--- src/rtl/ape_seq_pkg.sv ---
// Shared definitions for the APE sequencer: FSM encoding and instruction layout.
// Optional build macro APE_SEQ_STEP_EN adds the HALT (single-step) state.
package ape_seq_pkg;

  localparam int OP_W = 4;

  typedef enum logic [2:0] {
    ST_IDLE,
    ST_FETCH,
    ST_CONFIG,
    ST_EXEC,
    ST_WB,
`ifdef APE_SEQ_STEP_EN
    ST_HALT,
`endif
    ST_DONE
  } state_e;

  // Instruction word is packed as {op, src0, src1, dst}, dst in the LSBs.
  function automatic int instr_w(input int rw);
    return OP_W + 3 * rw;
  endfunction

endpackage

--- src/rtl/ape_regfile.sv ---
// Operand register file: two async operand reads, one registered host read, one write port.
module ape_regfile #(
  parameter int DATA_WIDTH = 32,
  parameter int DATA_NUM   = 8,
  localparam int RW        = $clog2(DATA_NUM)
) (
  input  logic                  gclk,
  input  logic                  grst_n,
  input  logic [RW-1:0]         rd0_addr,
  output logic [DATA_WIDTH-1:0] rd0_data,
  input  logic [RW-1:0]         rd1_addr,
  output logic [DATA_WIDTH-1:0] rd1_data,
  input  logic [RW-1:0]         host_addr,
  output logic [DATA_WIDTH-1:0] host_rd_data,
  input  logic                  wr_en,
  input  logic [RW-1:0]         wr_addr,
  input  logic [DATA_WIDTH-1:0] wr_data
);

  logic [DATA_WIDTH-1:0] mem [DATA_NUM];

  // Contents deliberately survive reset.
  always_ff @(posedge gclk) begin
    if (wr_en) mem[wr_addr] <= wr_data;
  end

  assign rd0_data = mem[rd0_addr];
  assign rd1_data = mem[rd1_addr];

  always_ff @(posedge gclk or negedge grst_n) begin
    if (!grst_n) host_rd_data <= '0;
    else         host_rd_data <= mem[host_addr];
  end

endmodule

--- src/rtl/ape_sequencer.sv ---
// Steps one APE through a stored program: FETCH, CONFIG, EXEC, WB per instruction.
// Build macro APE_SEQ_STEP_EN adds a `step` input and a HALT state between instructions.
module ape_sequencer
  import ape_seq_pkg::*;
#(
  parameter int DATA_WIDTH      = 32,
  parameter int DATA_NUM        = 8,
  parameter int INSTRUCTION_NUM = 16,
  localparam int RW             = $clog2(DATA_NUM),
  localparam int IW             = $clog2(INSTRUCTION_NUM)
) (
  input  logic                  clk,
  input  logic                  rstN,
  input  logic                  progWrEn,
  input  logic [IW-1:0]         progAddr,
  input  logic [OP_W-1:0]       progOp,
  input  logic [RW-1:0]         progSrc0,
  input  logic [RW-1:0]         progSrc1,
  input  logic [RW-1:0]         progDst,
  input  logic                  rfWrEn,
  input  logic [RW-1:0]         rfAddr,
  input  logic [DATA_WIDTH-1:0] rfWrData,
  output logic [DATA_WIDTH-1:0] rfRdData,
  input  logic                  start,
  input  logic [IW-1:0]         lastInstr,
`ifdef APE_SEQ_STEP_EN
  input  logic                  step,
`endif
  output logic                  busy,
  output logic                  done,
  output logic                  peConfigure,
  output logic [OP_W-1:0]       peOperationConf,
  output logic [RW-1:0]         peDataIn0Conf,
  output logic [RW-1:0]         peDataIn1Conf,
  output logic [RW-1:0]         peDataOutConf,
  output logic [IW-1:0]         peInstructionNumberConf,
  output logic [DATA_WIDTH-1:0] peDataIn0,
  output logic [DATA_WIDTH-1:0] peDataIn1,
  input  logic [DATA_WIDTH-1:0] peDataOut
);

  localparam int INSTR_W = instr_w(RW);

  state_e state_q, state_d;
  logic [IW-1:0] pc_q, last_q;
  logic [INSTR_W-1:0] store [INSTRUCTION_NUM];
  logic [DATA_WIDTH-1:0] rd0_data, rd1_data;
  logic rf_wr_en;
  logic [RW-1:0] rf_wr_addr;
  logic [DATA_WIDTH-1:0] rf_wr_data;
  logic idle;

  assign idle = (state_q == ST_IDLE);

  always_ff @(posedge clk) begin
    if (idle && progWrEn) store[progAddr] <= {progOp, progSrc0, progSrc1, progDst};
  end

  always_ff @(posedge clk or negedge rstN) begin
    if (!rstN) state_q <= ST_IDLE;
    else       state_q <= state_d;
  end

  always_comb begin
    state_d = state_q;
    case (state_q)
      ST_IDLE:   if (start) state_d = ST_FETCH;
      ST_FETCH:  state_d = ST_CONFIG;
      ST_CONFIG: state_d = ST_EXEC;
      ST_EXEC:   state_d = ST_WB;
      ST_WB: begin
        if (pc_q == last_q) state_d = ST_DONE;
`ifdef APE_SEQ_STEP_EN
        else                state_d = ST_HALT;
`else
        else                state_d = ST_FETCH;
`endif
      end
`ifdef APE_SEQ_STEP_EN
      ST_HALT:   if (step) state_d = ST_FETCH;
`endif
      ST_DONE:   state_d = ST_IDLE;
      default:   state_d = ST_IDLE;
    endcase
  end

  // The configuration registers double as the instruction register: loaded as
  // FETCH hands over to CONFIG and held until the next instruction's CONFIG.
  always_ff @(posedge clk or negedge rstN) begin
    if (!rstN) begin
      pc_q                    <= '0;
      last_q                  <= '0;
      peOperationConf         <= '0;
      peDataIn0Conf           <= '0;
      peDataIn1Conf           <= '0;
      peDataOutConf           <= '0;
      peInstructionNumberConf <= '0;
      peDataIn0               <= '0;
      peDataIn1               <= '0;
    end else begin
      if (idle && start) begin
        last_q <= lastInstr;
        pc_q   <= '0;
      end
      if (state_q == ST_FETCH) begin
        {peOperationConf, peDataIn0Conf, peDataIn1Conf, peDataOutConf} <= store[pc_q];
        peInstructionNumberConf <= pc_q;
      end
      // Operands latch before WB, so src == dst sees the old value.
      if (state_q == ST_CONFIG) begin
        peDataIn0 <= rd0_data;
        peDataIn1 <= rd1_data;
      end
      if (state_q == ST_WB && pc_q != last_q) pc_q <= pc_q + 1'b1;
    end
  end

  assign rf_wr_en   = (idle && rfWrEn) || (state_q == ST_WB);
  assign rf_wr_addr = (state_q == ST_WB) ? peDataOutConf : rfAddr;
  assign rf_wr_data = (state_q == ST_WB) ? peDataOut : rfWrData;

  ape_regfile #(
    .DATA_WIDTH (DATA_WIDTH),
    .DATA_NUM   (DATA_NUM)
  ) u_rf (
    .gclk         (clk),
    .grst_n       (rstN),
    .rd0_addr     (peDataIn0Conf),
    .rd0_data     (rd0_data),
    .rd1_addr     (peDataIn1Conf),
    .rd1_data     (rd1_data),
    .host_addr    (rfAddr),
    .host_rd_data (rfRdData),
    .wr_en        (rf_wr_en),
    .wr_addr      (rf_wr_addr),
    .wr_data      (rf_wr_data)
  );

  assign busy        = !idle;
  assign done        = (state_q == ST_DONE);
  assign peConfigure = (state_q == ST_CONFIG);

endmodule

--- config.mk ---
export PLATFORM = sky130hd
export DESIGN_NAME = ape_sequencer
export DESIGN_NICKNAME = d
export VERILOG_FILES = /design/src/rtl/ape_seq_pkg.sv /design/src/rtl/ape_regfile.sv /design/src/rtl/ape_sequencer.sv
export SDC_FILE = /design/constraint.sdc
export NUM_CORES = 1
export LEC_CHECK = 0
export CAP_MARGIN = 25
export CORE_AREA = 2 2 250 252
export DETAILED_ROUTE_END_ITERATION = 8
export DIE_AREA = 0 0 252 254
export SETUP_SLACK_MARGIN = 0.3
export SKIP_CTS_REPAIR_TIMING = 1
export SLEW_MARGIN = 20
export SYNTH_ARGS = -nofsm -noshare
export SYNTH_HDL_FRONTEND = slang
export SYNTH_SLANG_ARGS = --single-unit
export TNS_END_PERCENT = 20
--- constraint.sdc ---
create_clock -name clk -period 3.5 [get_ports clk]
set_input_delay 0.7 -clock clk [delete_from_list [all_inputs] [get_ports clk]]
set_output_delay 0.7 -clock clk [all_outputs]
set_load 0.02 [all_outputs]
==> results.toml, run 1 <==
[run_status]
outcome = "complete, no violations"

[yosys]
synth_simple_gate_area_share_pct = 2.22
syn_nets = 1429
synth_compound_area_share_pct = 2.13
synthCells = 1335
yosysTopAreaCell = "edfxtp_1"
ys_warn_count = 0
synth_area_leaders = "edfxtp_1, mux4_2, dfrtp_1, mux2_2, mux2i_1"
synthFlopType = "edfxtp_1"
synth_top_family_by_area = "multiplexers"
ys_types = 42
synth-seq-cells = 588
synthArstFlopShare_pct = 21.1
synthXorXnorAreaFrac_pct = 0.168
syn-cell-area_um2 = 26100
synth_top_cell_area_share_pct = 53.4
synthAdderAreaFrac_pct = 0.0479
synth_edf_count = 464
syn_area_per_cell_um2 = 19.6
yosys-mux-area-fraction_pct = 28.0
synth_seq_area_share_pct = 65.3

[sta]
slew_headroom_pct = 42.8
fin_skew_ns = 0.0499
hold_viol = 0
finalSetupViolCount = 0
tightestPinTransition_ns = 0.858
rsz0062_at_grt = "no"
max_freq_mhz = 330
final_max_slew_viol_count = 0
post-route-period-util_pct = 86.6
min_period_ns = 3.03
tns_ns = 0

[floorplanning]
fp.dieArea_um2 = 64000
fp.dieH_um = 254
die_w_um = 252
io_pins = 209
initial_core_util_pct = 42.6
coreArea_um2 = 61300
fp-row-count = 91

[clock_tree]
htree_num_levels = 2
cts.sinks = 588
path_clk_slew_ns = 0.06
numCtsBuffers = 61
clock_latency_ns = 0.65
cts_root_buffer = "clkbuf_16"
cts_tree = "yes"
clockBufferDepth = 3

[min_path]
hold_class = "reg -> reg"
min_to = "peInstructionNumberConf[3]$_DFFE_PN0N_"
min-delay-start = "peInstructionNumberConf[3]$_DFFE_PN0N_"
hold_depth = 2

[grt]
grt_max_degree = 83
antenna_found_initial = 3
overflow = 0
first_global_vias = 14800
grtUsageTotal_pct = 20.4
grt_pass1_wl_um = 95000

[routing]
wl_per_cell_um = 27.0
post-route-drc-count = 0
vias_per_cell = 5.81
ant_nets = 0
dr.first_iter.drc_count = 1130
first_pass_iters = 5
num_vias = 14000
totalWireLength_um = 64900

[placed_design]
gp_congestion = 0.761
io_buffer_count = 208
dp_hpwl_um = 38700

[cells_and_area]
fill_cells = 4903
final_nets = 1660
syn_to_final_growth_pct = 20.3
fin_util_pct = 51.3
layout-drive-gt1-share_pct = 30.2

[critical_path]
timing.rr.end = "peDataIn1[1]$_DFFE_PN0N_"
r2r_cells = 5
critical_path.max_fanout = 9
worstPathRequired_ns = 2.80
r2r-start = "state_q[0]$_DFFE_PN0P_"
rrSetupSlack_ns = 0.95
start_kind = "flip-flop"
worst_setup_path_end_kind = "output port"
path_class = "reg -> out"
arrival_ns = 2.33

[power]
p_leak_nw = 10.4
ir_worst_vdd_uv = 494
p_per_area_nw_per_um2 = 755

[job]
max_cap_violations = 0
==> sequential cells by signal, summed over array words and instances (netlist names), 4 cells and up <==
signal,cells
last_q,4
peOperationConf,4
u_rf.mem,256
store,208
peInstructionNumberConf,4
peDataIn1,32
u_rf.host_rd_data,32
pc_q,4
peDataIn0,32
==> metrics by stage <==
step                setup slack [ns]  power [mW]  cell area [um^2]  hold slack [ns]  cells
floorplan                     0.0296        14.4             26100            0.404   1335
global placement               0.686        17.2             29300            0.471   2291
detailed placement             0.748        17.3             29300            0.472   2292
CTS                            0.282        24.0             31400          -0.0611   2407
global route                   0.356        24.8             31400            0.535   2409
finish                         0.468        23.7             31400            0.502   2409
==> synth_stat cells (all sizes together), types with 7 or more instances <==
cell type	count
nor2	88
mux4	244
a22oi	13
dfrtp	124
a21oi	65
o21ai	16
clkbuf	32
buf	63
mux2i	79
nor3	7
nand2	14
mux2	85
edfxtp	464
==> critical path, stage by stage (launching register included) <==
cell and delay [ns]:
dfrtp_1 0.52, nor3b_2 0.40, clkdlybuf4s50_1 0.76
==> report_power, final <==
part,leakage (nW),internal (mW),switching [mW]
clock,0.996,3.90,2.76
sequential,5.60,8.51,0.855
combinational,3.76,3.76,3.93
total,10.4,16.2,7.55
==> per-layer routing <==
metal  vias to the layer above  share of wire (%)  global-route usage, %
met5                         -              0.034                      0
met4                         4                2.5                   6.58
met3                       101                5.9                   3.60
met2                       435                 51                   35.4
met1                      7452                 41                   26.3
li1                       6001                  -                      -
==> layout by cell type (no fill, tap or decap), types with 2 or more instances in the layout <==
master           netlist  final
edfxtp_1             464    464
mux4_2               223    223
clkdlybuf4s50_1        0    204
dfrtp_1              124    114
mux2_2                85     85
nor2_1                88     79
mux2i_1               79     79
a21oi_1               65     65
clkbuf_16              0     61
buf_4                 11     42
mux4_1                21     21
nand2_1               14     14
a22oi_1               13     13
buf_12                 0     13
o21ai_1               12     12
clkinv_1               0     11
clkbuf_1              30     10
clkinv_2               0      9
nor2_4                 0      8
bufinv_16              0      8
clkinvlp_4             0      8
dfrtp_2                0      8
nor3_2                 1      5
inv_1                  5      5
o21ai_0                4      4
a31oi_1                4      4
xor2_1                 4      4
nand3_1                4      4
clkbuf_8               0      4
nor3b_1                4      3
buf_2                 30      3
nand4b_1               2      2
or3_1                  2      2
nand2b_1               2      2
nor3_1                 6      2
clkinv_16              0      2
dfrtp_4                0      2
==> cell families after synthesis <==
logic type	count (synthesis)
AOI/OAI and AO/OA	101
xor gates and xnor gates	5
adders and majority gates	1
buffers and inverters	101
DFF	588
muxes	408
and+or+nand+nor	131
==> worst max path at each step <==
stage | from | endpoint | slack, ns
2_1_floorplan | rfAddr[1] | u_rf.mem[2][0]$_DFFE_PP_ | 0.03
3_3_place_gp | rfWrEn | u_rf.mem[4][10]$_DFFE_PP_ | 0.69
3_5_place_dp | rfWrEn | u_rf.mem[2][10]$_DFFE_PP_ | 0.75
4_1_cts | state_q[1]$_DFFE_PN0P_ | peConfigure | 0.28
5_1_grt | state_q[0]$_DFFE_PN0P_ | busy | 0.36
6_report | state_q[0]$_DFFE_PN0P_ | peConfigure | 0.47
==> final cells by class <==
class	instances	area, um^2	share of cell area (%)
flip-flops and latches	588	17100	54.3
multi-input cells	646	8610	27.4
repair buffers	264	2650	8.45
clock buffers	75	1620	5.15
well taps	790	988	3.15
clock inverters	40	475	1.51
inverters	5	18.8	0.0597
diodes	1	2.50	0.00796
Power figures use the tool's default switching activity.
==> run 2: changes to the inputs <==
Settings changed: GPL_ROUTABILITY_DRIVEN from default to 1.
==> results of run 2 <==
Final layout, timing and power as in run 1 (identical DEF).
==> run 3: changes to the inputs <==
Settings changed: CORE_AREA 2 2 250 252 to 2 2 190 331, DIE_AREA 0 0 252 254 to 0 0 192 333.
==> run 3 against run 2 <==
Net effect: clock power down 3%; wire length grew 0.10%; worst setup slack better by 0.065 ns; utilization fell by 0.25 points; maximum frequency increased by 2.2%; final cell count is 0.29% lower; first-iteration DRC count shrank 14%; via count down 0.74%; die area decreased by 0.11%; count of clock-buffer cells in the layout is 4 lower; design area decreased by 0.48%; global-route usage grew 0.21 points.
==> results.toml, run 3 (same netlist as run 1, synthesis figures left out) <==
[clock_tree]
clock_latency_ns = 0.60
cts.sinks = 588
numCtsBuffers = 54
cts_root_buffer = "clkbuf_16"
path_clk_slew_ns = 0.06
cts_tree = "yes"
clockBufferDepth = 3
htree_num_levels = 2

[routing]
dr.first_iter.drc_count = 974
num_vias = 13900
ant_nets = 0
vias_per_cell = 5.78
first_pass_iters = 6
totalWireLength_um = 65000
post-route-drc-count = 0
wl_per_cell_um = 27.1

[grt]
antenna_found_initial = 2
first_global_vias = 14700
overflow = 0
grt_pass1_wl_um = 94900
grtUsageTotal_pct = 20.6
grt_max_degree = 129

[sta]
fin_skew_ns = 0.0186
finalSetupViolCount = 0
whs_ns = 0.0518
slew_headroom_pct = 38.9
hold_viol = 0
final_max_slew_viol_count = 0
min_period_ns = 2.97
max_freq_mhz = 337
post-route-period-util_pct = 84.8
tns_ns = 0
tightestPinTransition_ns = 0.917
rsz0062_at_grt = "no"

[critical_path]
worstPathRequired_ns = 2.80
worst_setup_path_end_kind = "output port"
critical_path.max_fanout = 10
start_kind = "flip-flop"
arrival_ns = 2.27
path_class = "reg -> out"

[power]
p_per_area_nw_per_um2 = 753
p_leak_nw = 10.3
ir_worst_vdd_uv = 501

[floorplanning]
die_w_um = 192
io_pins = 209
fp.dieArea_um2 = 63900
coreArea_um2 = 61300
initial_core_util_pct = 42.6
fp-row-count = 120
fp.dieH_um = 333

[cells_and_area]
final_nets = 1658
syn_to_final_growth_pct = 19.8
regMostFlops = "u_rf.mem"
largest_register_ffs = 256
multi_input_area_um2 = 8610
final_area_um2 = 31300
diodes = 0
stdcell_count = 2402
layout_common_cells = "edfxtp_1, mux4_2, clkdlybuf4s50_1, dfrtp_1, mux2_2"
fill_cells = 4966
layout-drive-gt1-share_pct = 30.1
layout_commonest_cell = "edfxtp_1"
regArea_um2 = 17100
reg_top3 = "u_rf.mem: 256 flops, store: 208 flops"

[placed_design]
dp_cells = 2301
io_buffer_count = 208
dp_hpwl_um = 41600
gp_congestion = 0.780
dpl_cell_area_um2 = 29300

[job]
max_cap_violations = 0

[min_path]
hold_class = "in -> async"

[run_status]
outcome = "complete, no violations"
## run 3: changes by cell type in the layout (fill, tap and decap cells not counted), sizes merged, moves of 4 or more
cell / before / now
bufinv: 8 / 12
clkbuf: 75 / 71
buf: 59 / 65
clkinv: 23 / 14
clkinvlp: 8 / 3
## run 3: layer usage
| metal | track usage (%) | vias to the layer above | share of wire [%] |
|---|---|---|---|
| met5 | 0 | - | 0.037 |
| met4 | 6.25 | 4 | 2.6 |
| met3 | 2.71 | 88 | 4.9 |
| met2 | 39.0 | 415 | 56 |
| met1 | 24.0 | 7374 | 37 |
| li1 | - | 6008 | - |
## run 3: critical path, stage by stage, from the launching register on
cell and delay (ns):
dfrtp_1 0.57, nor3b_4 0.42, clkdlybuf4s50_1 0.68
## run 3: layout make-up
class | count | share of cell area [%]
clock buffer | 71 | 4.82
clock inverter | 30 | 1.47
inverter | 5 | 0.0600
multi-input combinational | 646 | 27.5
sequential | 588 | 54.5
tap | 793 | 3.17
timing repair buffer | 269 | 8.41
## run 3: worst paths after layout
path / startpoint / slack [ns] / end / cells past startpoint
setup / recovery: state_q[1]$_DFFE_PN0P_ / 0.53 / peConfigure / 2
min in group clk: last_q[0]$_DFFE_PN0P_ / 0.53 / last_q[0]$_DFFE_PN0P_ / 1
hold / removal: rstN / 0.05 / peDataIn1[5]$_DFFE_PN0N_ / 1
max in group asynchronous: rstN / 2.66 / peDataIn0[26]$_DFFE_PN0N_ / 2
hold reg to reg: last_q[0]$_DFFE_PN0P_ / 0.53 / last_q[0]$_DFFE_PN0P_ / 1
setup reg to reg: state_q[2]$_DFFE_PN0P_ / 1.04 / pc_q[0]$_DFFE_PN0P_ / 5
## run 3: where the power goes
part,internal (mW),switching (mW),total (mW)
combinational,3.77,4.01,7.79
clock,3.91,2.57,6.49
sequential,8.51,0.770,9.28
total,16.2,7.35,23.6
## run 3: through the flow
stage	util (%)	worst slack, ns	power [mW]
global route	51.0	0.412	24.6
CTS	51.0	0.355	23.8
detailed placement	47.8	0.888	17.3
floorplan	-	0.0296	14.4
finish	51.0	0.533	23.6
global placement	47.8	0.923	17.3
